`config.mk`:
```
export PLATFORM = sky130hd
export DESIGN_NAME = alu_rr_arbiter
export DESIGN_NICKNAME = d
export VERILOG_FILES = /design/src/rtl/alu_pkg.sv /design/src/rtl/alu32_core.sv /design/src/rtl/alu_gates.sv /design/src/rtl/alu_rr_arbiter.sv
export SDC_FILE = /design/constraint.sdc
export NUM_CORES = 1
export LEC_CHECK = 0
export ABC_AREA = 1
export BUFFER_PORTS_ARGS = -buffer_cell sky130_fd_sc_hd__buf_4
export CORE_MARGIN = 4
export CORE_UTILIZATION = 41
export CTS_BUF_LIST = sky130_fd_sc_hd__clkbuf_8 sky130_fd_sc_hd__clkbuf_16
export DETAILED_ROUTE_END_ITERATION = 8
export GPL_ROUTABILITY_DRIVEN = 0
export PLACE_DENSITY = 0.66
export SLEW_MARGIN = 20
export SYNTH_ARGS = -nofsm -noshare
export SYNTH_HDL_FRONTEND = slang
export SYNTH_SLANG_ARGS = --single-unit
```
`constraint.sdc`:
```
create_clock -name clk -period 10.3 [get_ports clk]
set_clock_uncertainty 0.15 [all_clocks]
set_input_delay 1.545 -clock clk [delete_from_list [all_inputs] [get_ports clk]]
set_output_delay 1.545 -clock clk [all_outputs]
set_load 0.03 [all_outputs]
```
`src/rtl/alu_pkg.sv`:
```
// Shared ALU definitions: default operand width, op encodings and the
// output-buffer state type used by the round-robin ALU arbiter.
package alu_pkg;

    localparam int ALU_WIDTH = 32;

    typedef enum logic [2:0] {
        OP_AND  = 3'b000,
        OP_OR   = 3'b001,
        OP_XOR  = 3'b010,
        OP_XNOR = 3'b011,
        OP_ADD  = 3'b100,
        OP_SUB  = 3'b101,
        OP_SLT  = 3'b110,
        OP_NOR  = 3'b111
    } alu_op_e;

    typedef enum logic {
        BUF_EMPTY = 1'b0,
        BUF_FULL  = 1'b1
    } buf_state_e;

endpackage

```
`src/rtl/alu32_core.sv`:
```
// Combinational ALU datapath. Logic ops are built from the shared gate
// modules; the inverted forms (xnor, nor) reuse the xor/or gate outputs.
module alu32_core
    import alu_pkg::*;
#(
    parameter int WIDTH = ALU_WIDTH
) (
    input  logic [2:0]       op,
    input  logic [WIDTH-1:0] x,
    input  logic [WIDTH-1:0] y,
    output logic [WIDTH-1:0] out
);

    logic [WIDTH-1:0] and_s;
    logic [WIDTH-1:0] or_s;
    logic [WIDTH-1:0] xor_s;
    logic             slt_s;

    and_gate32 #(.WIDTH(WIDTH)) u_and (.a_i(x), .b_i(y), .y_o(and_s));
    or_gate32  #(.WIDTH(WIDTH)) u_or  (.a_i(x), .b_i(y), .y_o(or_s));
    xor_gate32 #(.WIDTH(WIDTH)) u_xor (.a_i(x), .b_i(y), .y_o(xor_s));

    assign slt_s = ($signed(x) < $signed(y)) ? 1'b1 : 1'b0;

    // Select the result of the requested operation; add/sub wrap naturally.
    always_comb begin
        out = {WIDTH{1'b0}};
        case (alu_op_e'(op))
            OP_AND:  out = and_s;
            OP_OR:   out = or_s;
            OP_XOR:  out = xor_s;
            OP_XNOR: out = ~xor_s;
            OP_ADD:  out = x + y;
            OP_SUB:  out = x - y;
            OP_SLT:  out = {{(WIDTH-1){1'b0}}, slt_s};
            OP_NOR:  out = ~or_s;
            default: out = {WIDTH{1'b0}};
        endcase
    end

endmodule

```
`src/rtl/alu_gates.sv`:
```
// Bitwise gate building blocks shared by the ALU datapath.
module and_gate32 #(
    parameter int WIDTH = 32
) (
    input  logic [WIDTH-1:0] a_i,
    input  logic [WIDTH-1:0] b_i,
    output logic [WIDTH-1:0] y_o
);
    assign y_o = a_i & b_i;
endmodule

module or_gate32 #(
    parameter int WIDTH = 32
) (
    input  logic [WIDTH-1:0] a_i,
    input  logic [WIDTH-1:0] b_i,
    output logic [WIDTH-1:0] y_o
);
    assign y_o = a_i | b_i;
endmodule

module xor_gate32 #(
    parameter int WIDTH = 32
) (
    input  logic [WIDTH-1:0] a_i,
    input  logic [WIDTH-1:0] b_i,
    output logic [WIDTH-1:0] y_o
);
    assign y_o = a_i ^ b_i;
endmodule

```
`src/rtl/alu_rr_arbiter.sv`:
```
// Two requesters share one ALU through a one-entry registered result
// buffer. Contention is resolved round-robin by a 1-bit pointer that
// always points away from the most recently granted requester.
module alu_rr_arbiter
    import alu_pkg::*;
#(
    parameter int WIDTH = ALU_WIDTH
) (
    input  logic             clk,
    input  logic             rst,
    input  logic             req0_valid,
    output logic             req0_ready,
    input  logic [2:0]       req0_op,
    input  logic [WIDTH-1:0] req0_x,
    input  logic [WIDTH-1:0] req0_y,
    input  logic             req1_valid,
    output logic             req1_ready,
    input  logic [2:0]       req1_op,
    input  logic [WIDTH-1:0] req1_x,
    input  logic [WIDTH-1:0] req1_y,
    output logic             res_valid,
    input  logic             res_ready,
    output logic [WIDTH-1:0] res_out,
    output logic             res_id
);

    buf_state_e       state_q, state_d;
    logic [WIDTH-1:0] res_out_q, res_out_d;
    logic             res_id_q, res_id_d;
    logic             ptr_q, ptr_d;

    logic             accept_s;
    logic             grant_s;
    logic             grant_idx_s;
    logic [2:0]       op_s;
    logic [WIDTH-1:0] x_s;
    logic [WIDTH-1:0] y_s;
    logic [WIDTH-1:0] alu_out_s;

    // Arbitration: pick a winner and raise only its ready (never during reset).
    always_comb begin
        accept_s = (state_q == BUF_EMPTY) || res_ready;
        if (req0_valid && req1_valid) begin
            grant_idx_s = ptr_q;
        end else begin
            grant_idx_s = req1_valid;
        end
        grant_s    = !rst && accept_s && (req0_valid || req1_valid);
        req0_ready = grant_s && !grant_idx_s;
        req1_ready = grant_s && grant_idx_s;
    end

    // Steer only the granted requester's operands into the ALU.
    always_comb begin
        if (grant_idx_s) begin
            op_s = req1_op;
            x_s  = req1_x;
            y_s  = req1_y;
        end else begin
            op_s = req0_op;
            x_s  = req0_x;
            y_s  = req0_y;
        end
    end

    alu32_core #(.WIDTH(WIDTH)) u_core (
        .op  (op_s),
        .x   (x_s),
        .y   (y_s),
        .out (alu_out_s)
    );

    // Buffer next state: load on transfer (also drain+refill), else drain or hold.
    always_comb begin
        state_d   = state_q;
        res_out_d = res_out_q;
        res_id_d  = res_id_q;
        ptr_d     = ptr_q;
        if (grant_s) begin
            state_d   = BUF_FULL;
            res_out_d = alu_out_s;
            res_id_d  = grant_idx_s;
            ptr_d     = !grant_idx_s;
        end else if ((state_q == BUF_FULL) && res_ready) begin
            state_d = BUF_EMPTY;
        end else begin
            state_d = state_q;
        end
    end

    // Buffer and pointer registers; reset drops any undelivered result.
    always_ff @(posedge clk) begin
        if (rst) begin
            state_q   <= BUF_EMPTY;
            res_out_q <= {WIDTH{1'b0}};
            res_id_q  <= 1'b0;
            ptr_q     <= 1'b0;
        end else begin
            state_q   <= state_d;
            res_out_q <= res_out_d;
            res_id_q  <= res_id_d;
            ptr_q     <= ptr_d;
        end
    end

    assign res_valid = (state_q == BUF_FULL);
    assign res_out   = res_out_q;
    assign res_id    = res_id_q;

endmodule

```
== After elaboration in Yosys (flattened, before gate mapping) ==
Cells that the tools add are included.

* Divide/modulo/power cells: 0
* Bitwise logic cells: 6
* Order comparisons: 1
* Equal/unequal tests: 7
* Add/sub/neg operators: 2
* Reductions and logical operators: 12
* Multiply operators: 0
* Shift-type cells: 0
* Muxes and demuxes: 8

{| class="wikitable"
|+ Operator list
! cell !! number
|-
| $pmux W32 S8 || 1
|-
| $mux W32 || 2
|-
| $not A32 Y32 || 2
|-
| $add A32 B32 Y32 || 1
|-
| $and A32 B32 Y32 || 1
|-
| $lt A32 B32 Y1 || 1
|-
| $or A32 B32 Y32 || 1
|-
| $sub A32 B32 Y32 || 1
|-
| $xor A32 B32 Y32 || 1
|-
| $eq A3 B3 Y1 const B || 4
|-
| $eq A3 B2 Y1 const B || 2
|-
| $logic_and A1 B1 Y1 || 6
|-
| $mux W1 || 4
|-
| $eq A3 B1 Y1 const B || 1
|-
| $logic_not A3 Y1 || 1
|-
| $mux W3 || 1
|-
| $logic_not A1 Y1 || 2
|-
| $logic_or A1 B1 Y1 || 2
|-
| $reduce_bool A2 Y1 || 1
|-
| $not A1 Y1 || 1
|}

* Bits in read-only memories: 0
* Bits in writable memories: 0
* Logic and storage cells: 40
* Memories: 0
* Latch bits: 0
* Register bits after elaboration: 35
* Output and inout bits: 36
* Input port bits: 139

== Longest topological paths before layout ==
Gate-level depths: netlist (run 1).

* Depth after elaboration: 6
* Gate-level depth with buffers: 27
* Mapped depth without buffers: 24

== Modules after synthesis ==
Synthesis (run 1) repeated with hierarchy kept, for this count alone.

* Cell total of the unflattened synthesis: 2056
* Area total of the unflattened synthesis: 9883.2 µm²

{| class="wikitable"
|+ Modules (own cells, without submodules)
! module !! area each (µm²) !! times used !! cells an instance !! seq. area each (µm²)
|-
| alu32_core || 6571.3 || 1 || 1360 || 0.0
|-
| alu_rr_arbiter || 2110.8 || 1 || 376 || 700.7
|-
| xor_gate32 || 600.6 || 1 || 160 || 0.0
|-
| or_gate32 || 360.3 || 1 || 96 || 0.0
|-
| and_gate32 || 240.2 || 1 || 64 || 0.0
|}

== Least setup slack after synthesis (run 1) ==
No wires, ideal clock.

* Path type: input port to flip-flop
* Start point: in req0_valid
* End point: reg res_out_q[14] (netlist: res_out[14])
* Stages on the path: 20
* Library setup time: 0.132 ns
* Required time: 10.018 ns
* Path buffers: 3
* Setup slack: 5.733 ns
* Arrival: 4.285 ns
* Cells stage by stage: nand2_2 -> nand2_2 -> buf_6 -> clkbuf_1 -> clkbuf_1 -> nand2_1 -> o21ai_0 -> ha_1 -> inv_1 -> fa_1 -> nand3_1 -> nand2_1 -> a21oi_1 -> o21ai_0 -> a21oi_1 -> o211ai_1 -> nand2_1 -> nand2_1 -> o211ai_1 -> a21oi_1

* Cells in the longest elaborated chain, start to end: 6
* Elaborated cells on any way between the ends: 23
* Those cells by class: add/sub: 2; eq/ne: 7; mux: 5; bitwise: 5; reduce/logical: 4

{| class="wikitable"
|+ RTL lines
! what !! RTL line !! text
|-
| start: declaration || alu_rr_arbiter.sv:11 || <nowiki>input logic req0_valid,</nowiki>
|-
| parallel branches: the longest is 6 deep, another holds $sub A32 B32 Y32 || - ||
|-
| end signal: assignment || alu_rr_arbiter.sv:95 || <nowiki>res_out_q <= {WIDTH{1'b0}};</nowiki>
|-
| end signal: assignment || alu_rr_arbiter.sv:100 || <nowiki>res_out_q <= res_out_d;</nowiki>
|-
| end: declaration || alu_rr_arbiter.sv:28 || <nowiki>logic [WIDTH-1:0] res_out_q, res_out_d;</nowiki>
|}

Several ways; the timed one is not identified.
A chain may end at the register's enable or synchronous reset.

== Worst setup path after layout (run 1) ==
* Start point: in req0_valid
* End point: reg res_out_q[20] (netlist: res_out[20])

Same word-level chain as after synthesis.

==> results_dict.tcl, run 1 <==
set metrics [dict create \
    status "finished, final reports clean" \
    clk_pin_slew_ps 60 \
    grt_max_degree 73 \
    wl_met1_um 14600 \
    synth-main-ff-cell "dfxtp_1" \
    vias 10500 \
    total_power_mw 1.14 \
    crit_path_end_kind "flip-flop" \
    internal_power_uw 524 \
    die_h_um 149 \
    syn_area_um2 8190 \
    ant_nets 0 \
    start_util_pct 41.9 \
    antenna_found_initial 0 \
    p_per_area_nw_per_um2 116 \
    crit_fanout 39 \
    path_class "in -> reg" \
    synth_cells 1479 \
    clock_latency_ps 290 \
    arrival_ps 5690 \
    cts_hold_buf 0 \
    min_delay_path_depth 2 \
    cpMaxStageDelayCell "fa_1" \
    final_cells 1868 \
    drive_above_1_share_pct 14.9 \
    regToRegSetupSlack_ps 5620 \
    grt_pass1_vias 9303 \
    yosysWarnings 0 \
    setup_viol 0 \
    required_ps 10310 \
    fin_crit_ps 5680 \
    yosysUniqueCellTypes 52 \
    swShare_pct 53.8 \
    whs_endpoint "res_out[24]" \
    holdWs_ps 314 \
    leakage_nw 5.11 \
    grt_pass1_wl_um 50500 \
    first_pass_iters 6 \
    cts.sinks 35 \
    hp-class "reg -> reg" \
    timing.final.crit_share_pct 55.1 \
    met3_length_um 4600 \
    dr.max_layer_used "met4" \
    tritoncts "done" \
    drcViolationCount 0 \
    insertedDiodeCount 0 \
    rsz0062_at_grt "false" \
    routed_wl_um 33700 \
    worstPathCellList "buf_4, nand2_2, nand2_4, inv_1, or2_2, o21ai_0, ha_1, inv_1, fa_1, nand3_1, nand2_1, nand2_1, nand2_1, nand3_1, nand2_1, nand2_1, nand2_1, xor2_1, nor2_1, o21ai_0, a21oi_1" \
    num_io_pins 175 \
    cts_made_buffers 5 \
    fin_util_pct 49.9 \
    hold_viol 0 \
    layout_commonest_cell "nand2_1" \
    syn-num-nets 1722 \
    drv_cap 0 \
    hpwlAfterDp_um 26500 \
    dp_cells 1860 \
    area_growth_pct 19.1 \
    critPathTopFamily "simple AND/OR/NAND/NOR gates" \
    r2r_end "res_out[20]" \
    seq_power_share_pct 14.2 \
    ir_worst_vdd_v 0.0000867 \
    tightestPinTransition_ps 1270 \
    hp-start "res_out[24]" \
    p_clk_share_pct 15.8 \
    syn_area_per_cell_um2 5.54 \
    drt-initial-drc-count 1429 \
    synthArstFlopShare_pct 0 \
    post_cts_buffers 0 \
    reg2reg_from "ptr_q" \
    dieWidth_um 149 \
    fin_nets 1845 \
    tns_ps 0 \
    wire_per_inst_um 18.0 \
    worstSetupStartpointType "input pin" \
    overflow 0 \
    dieArea_um2 22300 \
    relSlewSlack_pct 14.9 \
    crit_top_cell "nand2_1" \
    power.switching_uw 611 \
    root_buffer "clkbuf_16" \
    core_area_um2 19500 \
    clockBufferDepth 2 \
    rows 51 \
    cts_resized 0 \
    htreeDepth 2 \
    p_comb_share_pct 70.0 \
    most-common-layout-cells "325 x nand2_1, 225 x inv_1, 177 x buf_4" \
    yosysSeqAreaShare_pct 8.56 \
    synth_edf_count 0 \
    viasPerCell 5.64 \
    r2r_cells 21 \
    crit_buf_inv 3 \
    grt_usage_pct 28.9 \
    drv_slew 0 \
    clock.fmax_mhz 176 \
    routed-wl-met2_um 13500 \
    portBuffers 174 \
    ys_ff_latch 35 \
    fillers 2159 \
    cp_slowest_stage_delay_ps 590 \
]
-- worst min-delay path: cells and delay by family (launching register included) --
| family | cells | cell delay (ps) |
|---|---|---|
| AOI/OAI and AO/OA | 1 | 50 |
| DFF | 1 | 310 |
| and+or+nand+nor | 1 | 60 |
-- area by class of cell --
cell class	instances	area, um^2	area share, %
multi-input cells	1149	6340	65.0
repair buffers	177	1330	13.6
inverters	234	883	9.06
flip-flops and latches	35	701	7.19
well taps	265	332	3.40
clock buffers	5	125	1.28
clock inverters	3	43.8	0.449
-- logic make-up after synthesis --
family,Yosys count,synth area share (%)
flip-flops,35,8.56
AND/OR/NAND/NOR,657,34.9
adder cells (fa/ha/maj),104,16.1
XOR/XNOR,1,0.107
buffers and inverters,295,14.2
AO/OA/AOI/OAI,387,26.2
-- metal layers --
layer	global-route usage (%)	up-vias
li1	-	5089
met3	7.41	77
met2	42.3	699
met5	0	-
met1	41.4	4677
met4	8.79	0
-- flip-flops by register name, summed over array words and instances, names as in the netlist --
signal and flops:
res_out 32, ptr_q 1, res_id 1, res_valid 1
-- Yosys cell counts (2+ instances only) --
library cell | n | share of area (%)
o21ai_1 | 11 | 0.67
nor2_1 | 139 | 6.4
dfxtp_1 | 35 | 8.6
o21ai_2 | 2 | 0.21
nor2_4 | 2 | 0.27
a21o_1 | 7 | 0.64
nand2_2 | 5 | 0.38
nor4_1 | 3 | 0.23
fa_1 | 2 | 0.49
buf_6 | 2 | 0.27
o221ai_1 | 2 | 0.21
buf_2 | 21 | 1.3
o211ai_1 | 21 | 1.9
inv_1 | 225 | 10
o211a_1 | 6 | 0.73
nand3_1 | 97 | 5.9
o21ai_0 | 142 | 8.7
ha_1 | 102 | 16
a31oi_1 | 3 | 0.23
o21bai_1 | 4 | 0.37
nor3b_1 | 2 | 0.18
nand4_1 | 29 | 2.2
o2111ai_1 | 3 | 0.32
buf_4 | 2 | 0.18
or2_2 | 27 | 2.1
nor3_1 | 17 | 1.0
nand2_1 | 325 | 15
buf_1 | 3 | 0.14
a21oi_1 | 168 | 10
clkbuf_1 | 32 | 1.5
inv_2 | 8 | 0.37
o31ai_1 | 2 | 0.18
o21a_1 | 3 | 0.27
nand3b_1 | 4 | 0.37
o21ai_4 | 2 | 0.40
o22ai_1 | 3 | 0.23
a211oi_1 | 3 | 0.27
-- power by group through the flow --
stage / clock network, mW / registers [mW] / logic [mW]
after floorplan: 0 / 0.193 / 0.491
after global placement: 0 / 0.164 / 0.757
after detailed placement: 0 / 0.164 / 0.761
after CTS: 0.182 / 0.161 / 0.765
after global routing: 0.183 / 0.162 / 0.863
final: 0.180 / 0.161 / 0.795
-- worst max-delay path by stage --
stage                     startpoint          end  slack (ps)  cells after the start
after floorplan           req0_valid  res_out[14]        5730                     20
after global placement    req0_valid  res_out[20]        4480                     21
after detailed placement  req0_valid  res_out[20]        4360                     21
after CTS                 req0_valid  res_out[20]        4640                     21
after global routing      req0_valid  res_out[20]        4270                     21
final                     req0_valid  res_out[20]        4620                     21
-- through the flow --
step / setup slack [ps] / instance area (um^2)
after detailed placement: 4360 / 9580
final: 4620 / 9750
after floorplan: 5730 / 8190
after CTS: 4640 / 9750
after global placement: 4480 / 9580
after global routing: 4270 / 9750
(Power assumes the default switching activity.)
==> inputs of run 2 (changes only) <==
--- a/config.mk
+++ b/config.mk
@@ -5,14 +5,14 @@
 export SDC_FILE = /design/constraint.sdc
 export NUM_CORES = 1
 export LEC_CHECK = 0
-export ABC_AREA = 1
+export ABC_AREA = 0
 export BUFFER_PORTS_ARGS = -buffer_cell sky130_fd_sc_hd__buf_4
 export CORE_MARGIN = 4
 export CORE_UTILIZATION = 41
 export CTS_BUF_LIST = sky130_fd_sc_hd__clkbuf_8 sky130_fd_sc_hd__clkbuf_16
 export DETAILED_ROUTE_END_ITERATION = 8
 export GPL_ROUTABILITY_DRIVEN = 0
-export PLACE_DENSITY = 0.66
+export PLACE_DENSITY = 0.68
 export SLEW_MARGIN = 20
 export SYNTH_ARGS = -nofsm -noshare
 export SYNTH_HDL_FRONTEND = slang
==> constraint.sdc (replaced) <==
create_clock -name clk -period 4.7 [get_ports clk]
set_clock_uncertainty 0.15 [all_clocks]
set_input_delay 0.705 -clock clk [delete_from_list [all_inputs] [get_ports clk]]
set_output_delay 0.705 -clock clk [all_outputs]
set_load 0.03 [all_outputs]
==> results_dict.tcl, run 2 <==
set metrics [dict create \
    drt-initial-drc-count 1255 \
    drcViolationCount 0 \
    fillers 2044 \
    wl_met1_um 13100 \
    htreeDepth 2 \
    clock.fmax_mhz 224 \
    drive_above_1_share_pct 24.2 \
    dieArea_um2 23000 \
    cts_resized 0 \
    tightestPinTransition_ps 932 \
    timing.final.crit_share_pct 95.2 \
    portBuffers 174 \
    drv_cap 0 \
    worstPathCellList "buf_4, nand2b_1, nand2_4, mux2i_1, inv_1, ha_1, fa_1, a211oi_2, o211ai_2, a21oi_1, a21oi_1, a21oi_1, nor3_1, a221oi_1, nor4_1, a211o_1" \
    worst_slack_ps 226 \
    core_area_um2 20200 \
    arrival_ps 4520 \
    clk_pin_slew_ps 70 \
    tns_ps 0 \
    yosysUniqueCellTypes 93 \
    grt_max_degree 53 \
    largest_register_ffs 32 \
    synth_area_leader_cell "ha_1" \
    r2r_end "res_out[20]" \
    ys_ff_latch 35 \
    cp.depth 16 \
    relSlewSlack_pct 37.9 \
    hp-start "res_out[18]" \
    tritoncts "done" \
    hp-class "reg -> reg" \
    worstSetupStartpointType "input pin" \
    vias 10100 \
    regToRegSetupSlack_ps 310 \
    dr.max_layer_used "met4" \
    overflow 0 \
    grt_pass1_wl_um 48600 \
    grt_usage_pct 26.2 \
    hold_viol 0 \
    crit_top_cell "a21oi_1" \
    insertedDiodeCount 0 \
    start_util_pct 41.8 \
    dieWidth_um 152 \
    most-common-layout-cells "220 x buf_4, 106 x a21oi_1, 102 x ha_1" \
    cts_hold_buf 0 \
    yosysSeqAreaShare_pct 8.29 \
    viasPerCell 6.29 \
    rsz0062_at_grt "false" \
    crit_buf_inv 2 \
    holdWs_ps 292 \
    met3_length_um 3570 \
    area_growth_pct 22.3 \
    required_ps 4740 \
    cpMaxStageDelayCell "fa_1" \
    yosysWarnings 0 \
    setup_viol 0 \
    syn_area_um2 8460 \
    routed_wl_um 31600 \
    hpwlAfterDp_um 24000 \
    startpoint "req0_valid" \
    clock_latency_ps 300 \
    layout_commonest_cell "buf_4" \
    clockBufferDepth 2 \
    num_io_pins 175 \
    routed-wl-met2_um 13700 \
    antenna_found_initial 0 \
    synth_edf_count 0 \
    syn_area_per_cell_um2 7.11 \
    cts.sinks 35 \
    first_pass_iters 6 \
    endpoint "res_out[20]" \
    reg2reg_from "ptr_q" \
    leakage_nw 4.68 \
    ant_nets 0 \
    crit_fanout 15 \
    ir_worst_vdd_v 0.000143 \
    r2r_cells 15 \
    fin_nets 1580 \
    drv_slew 0 \
    path_class "in -> reg" \
    fin_crit_ps 4470 \
    die_h_um 152 \
    synth.most_common_cell "a21oi_1" \
    synth-main-ff-cell "dfxtp_1" \
    p_per_area_nw_per_um2 258 \
    root_buffer "clkbuf_16" \
    synth_cells 1190 \
    netlist_top_cells_area "ha_1 15%, dfxtp_1 8.3%, a21oi_1 6.3%" \
    pre_cts_slack_ps -32.6 \
    synth_top_area_share_pct 15.1 \
    grt_pass1_vias 9301 \
    synthArstFlopShare_pct 0 \
    cts_made_buffers 5 \
    syn-num-nets 1433 \
    status "finished, final reports clean" \
    synth_commonest_cells "106 x a21oi_1, 102 x ha_1, 99 x inv_1" \
    critPathTopFamily "compound AO/OA/AOI/OAI gates" \
    wire_per_inst_um 19.6 \
    crit_path_end_kind "flip-flop" \
    post_cts_buffers 0 \
    cp_slowest_stage_delay_ps 490 \
    rows 52 \
]
run 2: changes by cell type after synthesis, moves of 40 or more:
cell / delta
nor2_1: -44
o21ai_0: -56
a21oi_1: -62
nand3_1: -75
inv_1: -126
mux2_2: +40
nand2_1: -234
run 2: stage by stage:
stage	instances	util [%]	cell area (um^2)	power, mW
global route	1608	51.1	10300	2.83
detailed placement	1600	50.3	10200	2.19
finish	1608	51.1	10300	2.67
global placement	1600	50.2	10200	2.17
CTS	1608	51.1	10300	2.63
floorplan	1190	-	8460	1.64
run 2: worst min path at each step:
stage / slack, ps / depth (start not counted) / endpoint
finish: 290 / 2 / res_out[18]
CTS: 300 / 2 / res_out[18]
detailed placement: 290 / 2 / res_out[18]
global route: 330 / 2 / res_out[18]
global placement: 280 / 2 / res_out[18]
floorplan: 340 / 2 / ptr_q
run 2: area by class of cell:
| type | instances | area, um^2 | area share (%) |
|---|---|---|---|
| Clock inverter | 2 | 35.0 | 0.339 |
| Clock buffer | 6 | 139 | 1.34 |
| Sequential cell | 35 | 701 | 6.77 |
| Tap cell | 270 | 338 | 3.27 |
| Timing Repair Buffer | 225 | 1750 | 16.9 |
| Inverter | 100 | 375 | 3.63 |
| Multi-Input combinational cell | 970 | 7000 | 67.7 |
run 2: kinds of logic after synthesis:
logic type	share of synthesized area, %
AO/OA/AOI/OAI	37.0
adder cells (fa/ha/maj)	15.6
AND/OR/NAND/NOR	17.5
flip-flops	8.29
buffers and inverters	9.46
XOR/XNOR	2.49
multiplexers	9.74
run 2: layer usage:
layer / vias to the layer above / track usage (%)
met3: 116 / 5.35
met1: 4709 / 35.9
li1: 4681 / -
met5: - / 0
met2: 608 / 40.9
met4: 0 / 9.12
run 2: worst register-to-register path, delay by kind of cell (launching register included):
kind / cells / cell delay, ps
buf+inv: 1 / 80
fa+ha+maj: 2 / 730
compound gates: 7 / 1940
simple gates: 4 / 620
mux: 1 / 440
flops: 1 / 320
run 2: power breakdown:
part	total, mW	leakage (nW)	internal, mW	switching [mW]
clock	0.432	0.0868	0.265	0.167
sequential	0.376	0.290	0.344	0.0314
combinational	1.86	4.30	0.732	1.13
total	2.67	4.68	1.34	1.33
